## src/rtl/instr_rom_responder_pkg.sv

```systemverilog
// Shared constants and state encoding for the instruction-memory responder
// and the fetch FSM that drives it.
package instr_rom_responder_pkg;

  localparam int ADDR_W_DEF  = 8;
  localparam int DATA_W_DEF  = 16;
  localparam int LATENCY_MIN = 1;
  localparam int LATENCY_MAX = 4;

  typedef enum logic {
    IDLE = 1'b0,
    WAIT = 1'b1
  } state_t;

endpackage

```

## src/rtl/instr_rom_responder_rom_array.sv

```systemverilog
// Program memory: one synchronous write port and a registered read port that
// returns the pre-write contents when both hit the same address on one edge.
module rom_array #(
  parameter int ADDR_W = 8,
  parameter int DATA_W = 16
) (
  input  logic              clk,
  input  logic              wr_en,
  input  logic [ADDR_W-1:0] wr_addr,
  input  logic [DATA_W-1:0] wr_data,
  input  logic              rd_en,
  input  logic [ADDR_W-1:0] rd_addr,
  output logic [DATA_W-1:0] rd_data
);

  logic [DATA_W-1:0] mem [2**ADDR_W];

  // Contents survive reset so a program preloaded before reset stays intact.
  always_ff @(posedge clk) begin
    if (wr_en) mem[wr_addr] <= wr_data;
    if (rd_en) rd_data <= mem[rd_addr];
  end

endmodule

```

## src/rtl/instr_rom_responder.sv

```systemverilog
// Fixed-latency instruction fetch responder with an instruction register that
// loads from the next response once armed by ir_load.
module instr_rom_responder
  import instr_rom_responder_pkg::*;
#(
  parameter int ADDR_W  = ADDR_W_DEF,
  parameter int DATA_W  = DATA_W_DEF,
  parameter int LATENCY = 2
) (
  input  logic              clk,
  input  logic              reset,
  input  logic              rd_en,
  input  logic [ADDR_W-1:0] addr,
  input  logic              ir_load,
  input  logic              wr_en,
  input  logic [ADDR_W-1:0] wr_addr,
  input  logic [DATA_W-1:0] wr_data,
  output logic              busy,
  output logic [DATA_W-1:0] rdata,
  output logic              rdata_valid,
  output logic [DATA_W-1:0] ir,
  output logic              ir_valid,
  output logic              req_dropped
);

  localparam logic [1:0] CNT_INIT = 2'(LATENCY - 1);

  state_t            state;
  logic [1:0]        cnt;
  logic              pend;
  logic              accept;
  logic              respond;
  logic [DATA_W-1:0] hold;

  assign accept  = (state == IDLE) && rd_en;
  assign respond = (state == WAIT) && (cnt == 2'd0);

  // The word is captured at acceptance, so later writes cannot alter it.
  rom_array #(
    .ADDR_W (ADDR_W),
    .DATA_W (DATA_W)
  ) u_rom (
    .clk     (clk),
    .wr_en   (wr_en),
    .wr_addr (wr_addr),
    .wr_data (wr_data),
    .rd_en   (accept),
    .rd_addr (addr),
    .rd_data (hold)
  );

  always_ff @(posedge clk or posedge reset) begin
    if (reset) begin
      state       <= IDLE;
      cnt         <= 2'd0;
      busy        <= 1'b0;
      rdata       <= '0;
      rdata_valid <= 1'b0;
      ir          <= '0;
      ir_valid    <= 1'b0;
      pend        <= 1'b0;
      req_dropped <= 1'b0;
    end else begin
      rdata_valid <= 1'b0;
      if (rd_en && (state == WAIT)) req_dropped <= 1'b1;

      case (state)
        IDLE: begin
          if (rd_en) begin
            state <= WAIT;
            cnt   <= CNT_INIT;
            busy  <= 1'b1;
          end
        end
        WAIT: begin
          if (cnt == 2'd0) begin
            state       <= IDLE;
            busy        <= 1'b0;
            rdata       <= hold;
            rdata_valid <= 1'b1;
          end else begin
            cnt <= cnt - 2'd1;
          end
        end
        default: state <= IDLE;
      endcase

      // A response consumes an arm already pending or arriving on the same edge.
      if (respond && (pend || ir_load)) begin
        ir       <= hold;
        ir_valid <= 1'b1;
        pend     <= 1'b0;
      end else if (ir_load) begin
        pend     <= 1'b1;
        ir_valid <= 1'b0;
      end
    end
  end

endmodule

```

## config.mk

```make
export PLATFORM = sky130hd
export DESIGN_NAME = instr_rom_responder
export DESIGN_NICKNAME = d
export VERILOG_FILES = /design/src/rtl/instr_rom_responder_pkg.sv /design/src/rtl/instr_rom_responder_rom_array.sv /design/src/rtl/instr_rom_responder.sv
export SDC_FILE = /design/constraint.sdc
export NUM_CORES = 2
export LEC_CHECK = 0
export ABC_AREA = 1
export BUFFER_PORTS_ARGS = -buffer_cell sky130_fd_sc_hd__buf_2
export CAP_MARGIN = 0
export CORE_MARGIN = 10
export CORE_UTILIZATION = 48
export CTS_CLUSTER_SIZE = 24
export DETAILED_ROUTE_END_ITERATION = 7
export GPL_ROUTABILITY_DRIVEN = 0
export SLEW_MARGIN = 0
export SYNTH_ARGS = -nofsm -noshare
export SYNTH_HDL_FRONTEND = slang
export SYNTH_HIERARCHICAL = 1
export SYNTH_SLANG_ARGS = --single-unit
```

## constraint.sdc

```tcl
create_clock -name clk -period 1.6 [get_ports clk]
set_input_delay 0.08 -clock clk [delete_from_list [all_inputs] [get_ports clk]]
set_output_delay 0.08 -clock clk [all_outputs]
set_load 0.005 [all_outputs]
```

==> metrics.txt <==
Post-DRT Antenna Nets 0; layout cell share with drive strength beyond 1 18.69%; Netlist Area Pre-Place 167400 um^2; Final HPWL DP 318300 um; VDD IR-drop max 0.001065 V; Clock Latency Late Sink 0.99 ns; Crit-path slowest cell edfxtp_1; most frequent CP cell nand3_2; minimum clock period after layout 1.761 ns; final setup margin -0.1606 ns; grt ovf 0; crit-path cells nand2_1 > nand3_1 > nand3_2 > nand3_2 > nand3_2 > nand3_2 > buf_6 > nand3_2 > buf_8 > nand2_4 > nand2_1 > nand2_1; Avg WL per Cell 26.31 um; Area after DPL 184300 um^2; cell accounting for the most synthesized area edfxtp_1; max_slew headroom 48.48%; nets@finish 14680; worst hold slack 0.08354 ns; Setup Skew 0.05378 ns; Synth Net Count 13830; Design Area, Final 203100 um^2; synth warn 6; Non-Filler Instances 19560; H-tree depth 5; Post-Syn Area per Cell 12.14 um^2; post-synth top area share 73.75%; Top FF cell, synth edfxtp_1; final period utilization 110.0%; antenna violations before repair 30; max_cap viols 0; Post-synth EDFFs 4112; Hold WC Path Type primary input to register; PortBufs 72; Clock Sinks 4152; CTS tree yes; post-synthesis sequential area ratio 74.34%; starting density of the core 48.29%; Clock Path Buffers 4; via count 115100; Critical Path Source Type register; final slew viol count 0; Residual DRC 0; Placed Cells 18760; CP Class register to register; first-pass GRT wire length 747700 um; Worst Max-Slew Pin Slew 0.7728 ns; status finished, violations left; first-pass iteration count of the detailed router 6; final hold vios 0; CTS root buf clkbuf_16; CP max FO 1; I/O pin total 73; crit path capture type register; violated checks setup timing; Iter 0 DRT Violations 14600; CTS buffer count 418; WP buf/inv 2; largest net degree at the start of global routing 81; Vert. Die Dim 610.6 um; vias per cell 5.885; Worst Path Arrival 2.49 ns; RSZ-0062 raised after global routing yes; pwr dens 1166 nW/um^2; synth unique cells 22; Setup TNS -2.002 ns; Seq cells post-synth 4152; largest incremental delay on the critical path 0.36 ns; final wirelength 514600 um; width of the chip 610.6 um; synthesized instance count 13790; die area 372900 um^2; Async SR Flop Fraction 0.9634%; LEAKAGE 0.07261 uW; Max Freq 568.0 MHz; gr usage total 26.69%; row count 216; vias in the first global route 110000; Core Footprint 346700 um^2; critical path required time 2.33 ns; family with the most delay on the worst path simple AND/OR/NAND/NOR gates; final setup fails 16; Layout area overhead 21.32%; clock slew at reported path FFs 0.06 ns; Synth area leaders edfxtp_1, nand3_1, nand2_1
-- per-layer routing --
layer  vias up  routed length (um)  GRT usage, %
li1      50940                   -             -
met1     56950              203400         37.03
met2      6177              237900         41.87
met3      1045               52300         5.368
met4        10               20950         10.18
met5         -                  61             0
-- registers in the layout (all words and copies together) (netlist names) --
signal and count:
busy 1, cnt 2, ir 16, ir_valid 1, pend 1, rdata 16, rdata_valid 1, req_dropped 1
state 1, u_rom/mem 4096, u_rom/rd_data 16
-- placed cells by master (no fill, tap or decap), types with 31 or more instances in the layout --
master / synthesis / final
nand3_4: 0 / 148
nand3_1: 4052 / 3312
clkinv_1: 0 / 96
clkinv_2: 0 / 72
dfrtp_1: 40 / 40
buf_2: 497 / 50
nor2_2: 0 / 58
bufinv_16: 0 / 41
buf_4: 166 / 763
clkbuf_1: 154 / 83
buf_12: 1 / 486
nand2_2: 1 / 43
clkbuf_16: 0 / 421
edfxtp_1: 4112 / 4112
nand2_1: 4300 / 4229
nand3_2: 0 / 592
inv_1: 43 / 41
nand2_4: 2 / 31
nor2_1: 285 / 223
-- report_power, final --
part	switching [uW]	leakage, uW	total, uW	internal (uW)
Clock	41100	0.00645	95800	54800
Combinational	13600	0.0287	20100	6540
Sequential	504	0.0375	121000	120000
Total	55200	0.0726	237000	182000
-- cell type report --
cell class	count	area [um^2]
multi-input combinational	8644	42860
timing repair buffer	1374	16590
tap	4578	5728
antenna	16	40.04
sequential	4152	124500
inverter	48	235.2
clock buffer	506	10870
fill	26900	143600
clock inverter	242	2320
-- cell usage after synthesis (2+ instances only) --
library cell and count:
buf_2 497, dfrtp_1 40, nand2_1 4300, nand3_1 4052, inv_4 2, inv_2 2, nor2_1 285, clkbuf_1 154
edfxtp_1 4112, buf_6 54, buf_1 70, buf_4 166, inv_1 43, nand2_4 2
-- cell families (layout without fill, tap and decap cells) --
logic type / Yosys count / after routing / share of synthesized area [%]
other: 0 / 16 / 0
buffers and inverters: 991 / 2170 / 3.230
adders and majority gates: 1 / 1 / 0.007471
and+or+nand+nor: 8641 / 8641 / 22.41
DFF: 4152 / 4152 / 74.34
AOI/OAI and AO/OA: 2 / 2 / 0.007471
-- what timing repair did --
| action | in CTS | in global routing |
|---|---|---|
| hold buffers | 30 | 0 |
| resized for setup | 647 | 360 |
| setup buffers | 19 | 8 |
| pin swaps | 199 | 195 |
| endpoints found under the hold margin | 5128 | 0 |
| setup endpoints to repair | 51 | 38 |
-- metrics by stage --
step / setup slack [ns] / power (uW) / util, %
floorplan: -0.1870 / 131300 / -
global placement: -1.388 / 140600 / 53.16
detailed placement: -1.360 / 140900 / 53.16
CTS: -0.1490 / 236900 / 58.02
global route: -0.2355 / 243500 / 58.57
finish: -0.1606 / 236800 / 58.58
-- worst paths after layout --
path,startpoint,to,slack [ns],cells past startpoint
min reg2reg,ir[11],ir[11],0.48,2
max in group asynchronous,reset,ir[4],0.94,5
max reg2reg,u_rom/mem[207][1],u_rom/rd_data[1],-0.16,12
max,u_rom/mem[207][1],u_rom/rd_data[1],-0.16,12
min in group asynchronous,reset,state,0.31,5
min,wr_data[8],u_rom/mem[215][8],0.08,2
Note: power is estimated with default switching activity, not from simulation.
